<file path="config.mk">
export PLATFORM = sky130hd
export DESIGN_NAME = gpio_input_port
export DESIGN_NICKNAME = d
export VERILOG_FILES = /design/src/rtl/gpio_pkg.sv /design/src/rtl/gpio_debounce.sv /design/src/rtl/gpio_input_port.sv
export SDC_FILE = /design/constraint.sdc
export NUM_CORES = 1
export LEC_CHECK = 0
export CELL_PAD_IN_SITES_DETAIL_PLACEMENT = 1
export CELL_PAD_IN_SITES_GLOBAL_PLACEMENT = 1
export CORE_UTILIZATION = 25
export CTS_BUF_LIST = sky130_fd_sc_hd__clkbuf_2 sky130_fd_sc_hd__clkbuf_4 sky130_fd_sc_hd__clkbuf_8
export DETAILED_ROUTE_END_ITERATION = 8
export HOLD_SLACK_MARGIN = 0.12
export PLACE_DENSITY_LB_ADDON = 0.1
export SYNTH_ARGS = -nofsm -noshare
export SYNTH_HDL_FRONTEND = slang
export SYNTH_SLANG_ARGS = --single-unit
</file>
<file path="constraint.sdc">
create_clock -name clk -period 1.9 [get_ports clk]
set_input_delay 0.38 -clock clk [delete_from_list [all_inputs] [get_ports clk]]
set_output_delay 0.38 -clock clk [all_outputs]
set_load 0.01 [all_outputs]
</file>
<file path="src/rtl/gpio_pkg.sv">
// Shared constants for the GPIO input peripheral: register offsets, bus width
// and the default debounce length.
package gpio_pkg;

  localparam int BUS_W            = 32;
  localparam int DEBOUNCE_DEFAULT = 4;

  localparam logic [1:0] GPIO_DATA = 2'd0;
  localparam logic [1:0] GPIO_EDGE = 2'd1;
  localparam logic [1:0] GPIO_MASK = 2'd2;

endpackage

</file>
<file path="src/rtl/gpio_debounce.sv">
// One input pin: two-flop synchronizer followed by a debounce counter.
// rise is combinational and marks the edge on which stable goes 0 -> 1.
module gpio_debounce
  import gpio_pkg::*;
#(
  parameter int DEBOUNCE_CYCLES = DEBOUNCE_DEFAULT
) (
  input  logic clk,
  input  logic reset,
  input  logic pin,
  output logic stable,
  output logic rise
);

  localparam int              CW      = $clog2(DEBOUNCE_CYCLES);
  localparam logic [CW-1:0]   CNT_MAX = CW'(DEBOUNCE_CYCLES - 1);

  logic          s1;
  logic          s2;
  logic [CW-1:0] cnt;
  logic          accept;

  // A new level is accepted once it has been seen DEBOUNCE_CYCLES times in a row.
  assign accept = (s2 != stable) && (cnt == CNT_MAX);
  assign rise   = accept && s2;

  always_ff @(posedge clk or negedge reset) begin
    if (!reset) begin
      s1     <= 1'b0;
      s2     <= 1'b0;
      stable <= 1'b0;
      cnt    <= '0;
    end else begin
      s1 <= pin;
      s2 <= s1;
      if (s2 != stable) begin
        if (accept) begin
          stable <= s2;
          cnt    <= '0;
        end else begin
          cnt <= cnt + 1'b1;
        end
      end else begin
        cnt <= '0;
      end
    end
  end

endmodule

</file>
<file path="src/rtl/gpio_input_port.sv">
// Memory-mapped GPIO input port: debounced DATA, sticky rising-edge EDGE (W1C),
// interrupt MASK, registered read port and level IRQ.
module gpio_input_port
  import gpio_pkg::*;
#(
  parameter int WIDTH           = 8,
  parameter int DEBOUNCE_CYCLES = DEBOUNCE_DEFAULT
) (
  input  logic             clk,
  input  logic             reset,
  input  logic [WIDTH-1:0] GPIO_i,
  input  logic             Rd_En,
  input  logic             Wr_En,
  input  logic [1:0]       Addr,
  input  logic [BUS_W-1:0] Wr_Data,
  output logic [BUS_W-1:0] Rd_Data,
  output logic             IRQ
);

  logic [WIDTH-1:0] stable_v;
  logic [WIDTH-1:0] rise_v;
  logic [WIDTH-1:0] edge_q;
  logic [WIDTH-1:0] mask_q;
  logic [WIDTH-1:0] edge_clr;
  logic [BUS_W-1:0] rd_next;
  logic             unused_wr;

  assign unused_wr = ^Wr_Data;

  for (genvar i = 0; i < WIDTH; i++) begin : g_pin
    gpio_debounce #(
      .DEBOUNCE_CYCLES(DEBOUNCE_CYCLES)
    ) u_deb (
      .clk   (clk),
      .reset (reset),
      .pin   (GPIO_i[i]),
      .stable(stable_v[i]),
      .rise  (rise_v[i])
    );
  end

  assign edge_clr = (Wr_En && Addr == GPIO_EDGE) ? Wr_Data[WIDTH-1:0] : '0;

  always_comb begin
    rd_next = '0;
    case (Addr)
      GPIO_DATA: rd_next = BUS_W'(stable_v);
      GPIO_EDGE: rd_next = BUS_W'(edge_q);
      GPIO_MASK: rd_next = BUS_W'(mask_q);
      default:   rd_next = '0;
    endcase
  end

  // Set is OR'd in after the clear so a simultaneous new edge survives the W1C.
  always_ff @(posedge clk or negedge reset) begin
    if (!reset) begin
      edge_q  <= '0;
      mask_q  <= '0;
      Rd_Data <= '0;
      IRQ     <= 1'b0;
    end else begin
      edge_q <= (edge_q & ~edge_clr) | rise_v;
      if (Wr_En && Addr == GPIO_MASK) mask_q <= Wr_Data[WIDTH-1:0];
      if (Rd_En) Rd_Data <= rd_next;
      IRQ <= |(edge_q & mask_q);
    end
  end

endmodule

</file>
# After elaboration in Yosys (flattened, before gate mapping)
# Index checks and enable logic that the tools add are counted.
totals:
  register_bits: 89
  inputBits: 46
  out_inout_bits: 33
  wordCells: 112
op_classes:
  n_addsub: 8
  n_eq_ne: 18
  n_mux: 18
  bitwise_logic: 4
  reduce_logical: 28
op_table:
  columns: ["cell", "n"]
  rows:
  - ["2-to-1 mux 2 bit", 16]
  - ["case mux 8 bit (3 select lines)", 1]
  - ["== test 2 bit, second input constant", 9]
  - ["logical AND 1 bit", 18]
  - ["adder 2 x 1 -> 2 bit, second input constant", 8]
  - ["AND 8 bit", 2]
  - ["AND reduction 2 bit", 8]
  - ["2-to-1 mux 8 bit", 1]
  - ["!= test 1 bit", 8]
  - ["inverter 8 bit", 1]
  - ["OR 8 bit", 1]
  - ["OR reduction 8 bit", 1]
  - ["== test 2 x 1 -> 1 bit, second input constant", 1]
  - ["logical NOT 2 bit", 1]

# Longest topological paths before layout
# Gate-level depths: netlist (run 1).
logic_depth:
  depth_word: 6
  ltp_mapped: 4
  ltp_nobuf: 3

# By module
# A second synthesis (run 1) with hierarchy kept.
unflattened:
  cells_unflattened: 233
  area_unflattened_um2: 2817.7
modules_own_cells:
  columns: ["module", "instances", "cells_per_inst", "area_each_um2", "seq_area_each_um2"]
  rows:
  - ["gpio_debounce", 8, 13, 178.9, 125.1]
  - ["gpio_input_port", 1, 129, 1386.3, 625.6]

# Worst setup path before layout (run 1)
# OpenSTA, ideal clock, no wires.
synth_path:
  path_kind: "in2reg"
  from: "input Addr[1]"
  to: "register edge_q[6]"
  setup_time_ns: 0.122
  arrival_ns: 1.012
  required_ns: 1.778
  setup_slack_ns: 0.767
  stages: 4
  path_buffers: 2
  cell_sequence: "buf_4 buf_6 nand4b_1 a32o_1"
synth_via:
  elab_chain_len: 6
synth_rtl:
  columns: ["element", "line_no", "rtl"]
  rows:
  - ["start, declared", "gpio_input_port.sv:14", "input logic [1:0] Addr,"]
  - ["== test 2 x 1 -> 1 bit", "gpio_input_port.sv:42", "assign edge_clr = (Wr_En && Addr == GPIO_EDGE) ? Wr_Data[WIDTH-1:0] : '0;"]
  - ["logical AND 1 bit", "gpio_input_port.sv:42", null]
  - ["2-to-1 mux 8 bit", "gpio_input_port.sv:42", null]
  - ["inverter 8 bit", "gpio_input_port.sv:62", "edge_q <= (edge_q & ~edge_clr) | rise_v;"]
  - ["AND 8 bit", "gpio_input_port.sv:62", null]
  - ["OR 8 bit", "gpio_input_port.sv:62", null]
  - ["end signal, assigned", "gpio_input_port.sv:62", null]
  - ["end, declared", "gpio_input_port.sv:22", "logic [WIDTH-1:0] edge_q;"]
# No other way between the ends.
# A chain may end at the register's enable or synchronous reset.

# Worst setup path in the final report (run 1)
layout_path:
  from: "register Rd_Data[3]"
  to: "output Rd_Data[3]"
layout_rtl:
  columns: ["element", "line_no", "rtl"]
  rows:
  - ["start, declared", "gpio_input_port.sv:16", "output logic [BUS_W-1:0] Rd_Data,"]
  - ["start signal, assigned", "gpio_input_port.sv:64", "if (Rd_En) Rd_Data <= rd_next;"]
# No word-level cell between the ends.

==> summary.md, run 1 <==
| Metric | Value |
|---|---|
| Outcome | `completed` |
| Pleak | `1.51 nW` |
| Clk buf depth | `2` |
| Synth Cell Area | `2780 µm²` |
| Power per cell area | `1220 nW/µm²` |
| Yosys synthesis warning count | `0` |
| Placed wire-length estimate | `3.97 mm` |
| Pint | `2.93 mW` |
| RR Startpoint | `g_pin[2].u_deb.cnt[0]` |
| First-pass GRT wire length | `9.79 mm` |
| Clock power share | `a little over a quarter` |
| Initial Utilization | `25.7%` |
| Footprint of the multi-input gates | `941 µm²` |
| CP peak stage delay | `around 550 ps` |
| Die ar. | `11600 µm²` |
| Hold Crit Class | `flip-flop to flip-flop` |
| Pre-Repair DR Iteration Count | `4` |
| Final Net Count | `314` |
| Clk_skew | `4.02 ps` |
| Syn avg cell area | `12.8 µm²` |
| RSZ-0062 raised after global routing | `false` |
| Logic gate share of total power | `a little under a quarter` |
| Maximum VDD drop | `0.503 mV` |
| Gr usage total | `a little under an eighth` |
| Part of the power in registers | `50.0%` |
| Hold Path Origin | `g_pin[2].u_deb.s1` |
| Clock Latency Late Sink | `between 300 and 400 ps` |
| DIE WIDTH | `107 µm` |
| Root buf cell | `clkbuf_8` |
| Share of cells above drive strength 1 | `13.6%` |
| CP delay by family, top | `buffers and inverters` |
| Vias | `1703` |
| Num Clock Sinks | `between 60 and 70` |
| Final period utilization | `86.0%` |
| Register area share after synthesis | `58.5%` |
| Initial DRC Count | `37` |
| Crit start category | `flip-flop` |
| Port buffer count | `30` |
| WL/cell | `13.8 µm` |
| Worst Path Arrival | `1250 ps` |
| CTS tree | `yes` |
| Placer's final routability congestion estimate | `about 0.68` |
| Clk pin slew, worst setup/hold paths | `60 ps` |
| Rows | `38` |
| Gate count of the mapped netlist | `218` |
| Vias in the first global route | `1882` |
| Flops & latches, synth | `65` |
| Global route overflow | `0` |
| Register-to-Register Path Depth | `2` |
| Residual DRC | `0` |
| Buffers & Inverters on Critical Path | `1` |
| P_sw | `1.21 mW` |
| Post-CTS resize count | `0` |
| Crit path kind | `flip-flop to output port` |
| Worst reg2reg setup slack | `890 ps` |
| CP cell instances | `clkdlybuf4s50_1` |
| Max-slew violations | `0` |
| Routed vias/inst | `4.20` |
| Core area | `10800 µm²` |
| Largest net degree at the start of global routing | `35` |
| Diode count | `0` |
| Critical path's slowest cell | `clkdlybuf4s50_1` |
| Post-route setup TNS | `0 ps` |
| Die H | `107 µm` |
| Cts bufs inserted | `9` |
| CP endpoint kind | `output port` |
| Area added between synthesis and finish | `22.0%` |
| Filler cell count | `1189` |
| Final Hold Viols | `0` |
| Register area | `1630 µm²` |
| Reg2reg end | `edge_q[2]` |
| Initial antenna violation count | `0` |
| Final ANT Viol Nets | `0` |
| MaxCap Viol Count | `0` |
| Final wirelength | `5.59 mm` |
| F_max | `0.612 GHz` |
| H-tree depth | `3` |
| Hold path endpoint | `g_pin[2].u_deb.s2` |
| Worst endpoint required time | `1520 ps` |
| Crit path max fanout | `2` |
| Setup violations, final | `0` |
| Total power | `4.14 mW` |
| Minimum clock period after layout | `1630 ps` |
| Worst hold stages | `0` |
| Sw Share | `slightly below 30%` |
| Synth unique cells | `25` |
| Ports | `79` |
[cells by family after synthesis]
kind of cell | Yosys count | synth area share (%)
buf+inv | 49 | 10.8
simple gates | 43 | 10.6
compound gates | 28 | 7.74
xor+xnor | 8 | 2.52
other cells | 1 | 0.135
fa+ha+maj | 8 | 3.60
flops | 65 | 58.5
mux | 16 | 6.12
[area by class of cell]
type,instances,share of cell area (%)
well taps,140,5.16
inverters,16,1.77
flip-flops and latches,65,48.0
multi-input cells,127,27.7
clock buffers,14,5.50
clock inverters,2,0.295
repair buffers,41,11.6
[state kept, by name, summed over array words and instances (netlist names)]
signal	count
g_pin.u_deb.s2	8
g_pin.u_deb.stable	8
IRQ	1
mask_q	8
g_pin.u_deb.s1	8
g_pin.u_deb.cnt	16
Rd_Data	8
edge_q	8
[cell usage after synthesis]
cell type	n	area [µm²]
inv_1	16	60.1
o21ai_0	8	40.0
nor3_1	7	35.0
mux2_2	8	90.1
mux2i_1	8	80.1
o2bb2ai_1	4	35.0
xnor2_1	7	61.3
nand3b_4	1	20.0
nand2_1	8	30.0
ha_1	8	100
xor2_1	1	8.76
dfrtp_1	65	1630
and2_1	1	6.26
a22oi_1	4	30.0
buf_4	25	188
nor2b_1	7	43.8
nand2b_1	1	6.26
buf_2	6	30.0
buf_6	2	22.5
a32o_1	4	40.0
nand4_1	1	6.26
nor3b_1	1	7.51
o221ai_1	8	70.1
conb_1	1	3.75
nand4b_1	16	140
[timing repair]
| action | in CTS | in global routing |
|---|---|---|
| hold endpoints to repair | 15 | 0 |
| setup buffers | 0 | 0 |
| hold buffers | 1 | 0 |
[power by group through the flow]
stage | registers [mW] | logic [mW] | clock network, mW
3_3_place_gp | 2.10 | 0.935 | 0
5_1_grt | 2.14 | 1.11 | 1.26
4_1_cts | 2.08 | 0.963 | 1.21
2_1_floorplan | 2.04 | 0.646 | 0
6_report | 2.07 | 0.936 | 1.13
3_5_place_dp | 2.10 | 0.957 | 0
[layer usage]
metal,vias up,wire length (µm),global-route usage (%),share of wire [%]
li1,800,-,-,-
met1,856,2560,14.1,46
met2,40,2690,18.3,48
met3,7,240,3.87,4.3
met4,0,95,5.87,1.7
met5,-,0,0,0
[placed cells by master (no fill, tap or decap), types with 2 or more instances in the layout]
cell             synthesis  layout
dfrtp_1                 65      65
clkdlybuf4s50_1          0      29
conb_1                   1      24
inv_1                   16      16
nand4b_1                16      16
clkbuf_8                 0      13
buf_4                   25       9
nand2_1                  8       8
mux2_2                   8       8
o21ai_0                  8       8
mux2i_1                  8       8
o221ai_1                 8       8
ha_1                     8       8
xnor2_1                  7       7
nor3_1                   7       7
nor2b_1                  7       7
a32o_1                   4       4
o2bb2ai_1                4       4
a22oi_1                  4       4
clkinv_2                 0       2
[how the worst max path moves through the flow]
stage                from          to  slack, ps  cells past startpoint
6_report       Rd_Data[3]  Rd_Data[3]        270                      1
5_1_grt        Rd_Data[3]  Rd_Data[3]        190                      1
4_1_cts        Rd_Data[3]  Rd_Data[3]        210                      1
3_5_place_dp      Addr[0]   mask_q[0]        110                      3
3_3_place_gp      Addr[0]   mask_q[0]        140                      3
2_1_floorplan     Addr[1]   edge_q[6]        770                      4
[metrics by stage]
step / util [%] / cells / cell area, µm² / setup WS (ps) / hold WS (ps)
final: 31.3 / 405 / 3390 / 266 / 348
after global routing: 31.3 / 405 / 3390 / 190 / 360
after CTS: 31.3 / 405 / 3390 / 211 / 353
after detailed placement: 29.4 / 388 / 3190 / 113 / 336
after global placement: 29.4 / 388 / 3190 / 136 / 333
after floorplan: - / 241 / 2870 / 767 / 84.4
(Power assumes the default switching activity.)
==> inputs of run 2 (changes only) <==
--- a/config.mk
+++ b/config.mk
@@ -10,8 +10,10 @@
 export CORE_UTILIZATION = 25
 export CTS_BUF_LIST = sky130_fd_sc_hd__clkbuf_2 sky130_fd_sc_hd__clkbuf_4 sky130_fd_sc_hd__clkbuf_8
 export DETAILED_ROUTE_END_ITERATION = 8
+export GPL_ROUTABILITY_DRIVEN = 0
 export HOLD_SLACK_MARGIN = 0.12
 export PLACE_DENSITY_LB_ADDON = 0.1
+export SKIP_CTS_REPAIR_TIMING = 1
 export SYNTH_ARGS = -nofsm -noshare
 export SYNTH_HDL_FRONTEND = slang
 export SYNTH_SLANG_ARGS = --single-unit
==> results of run 2 <==
No change in the layout: final DEF, timing and power equal those of run 1.
Among the figures that moved: wire length of the first global-routing pass 9790 µm -> 9800 µm; via count of the first global-routing pass 1882 -> 1885; met2 usage 18.3% -> 18.4%
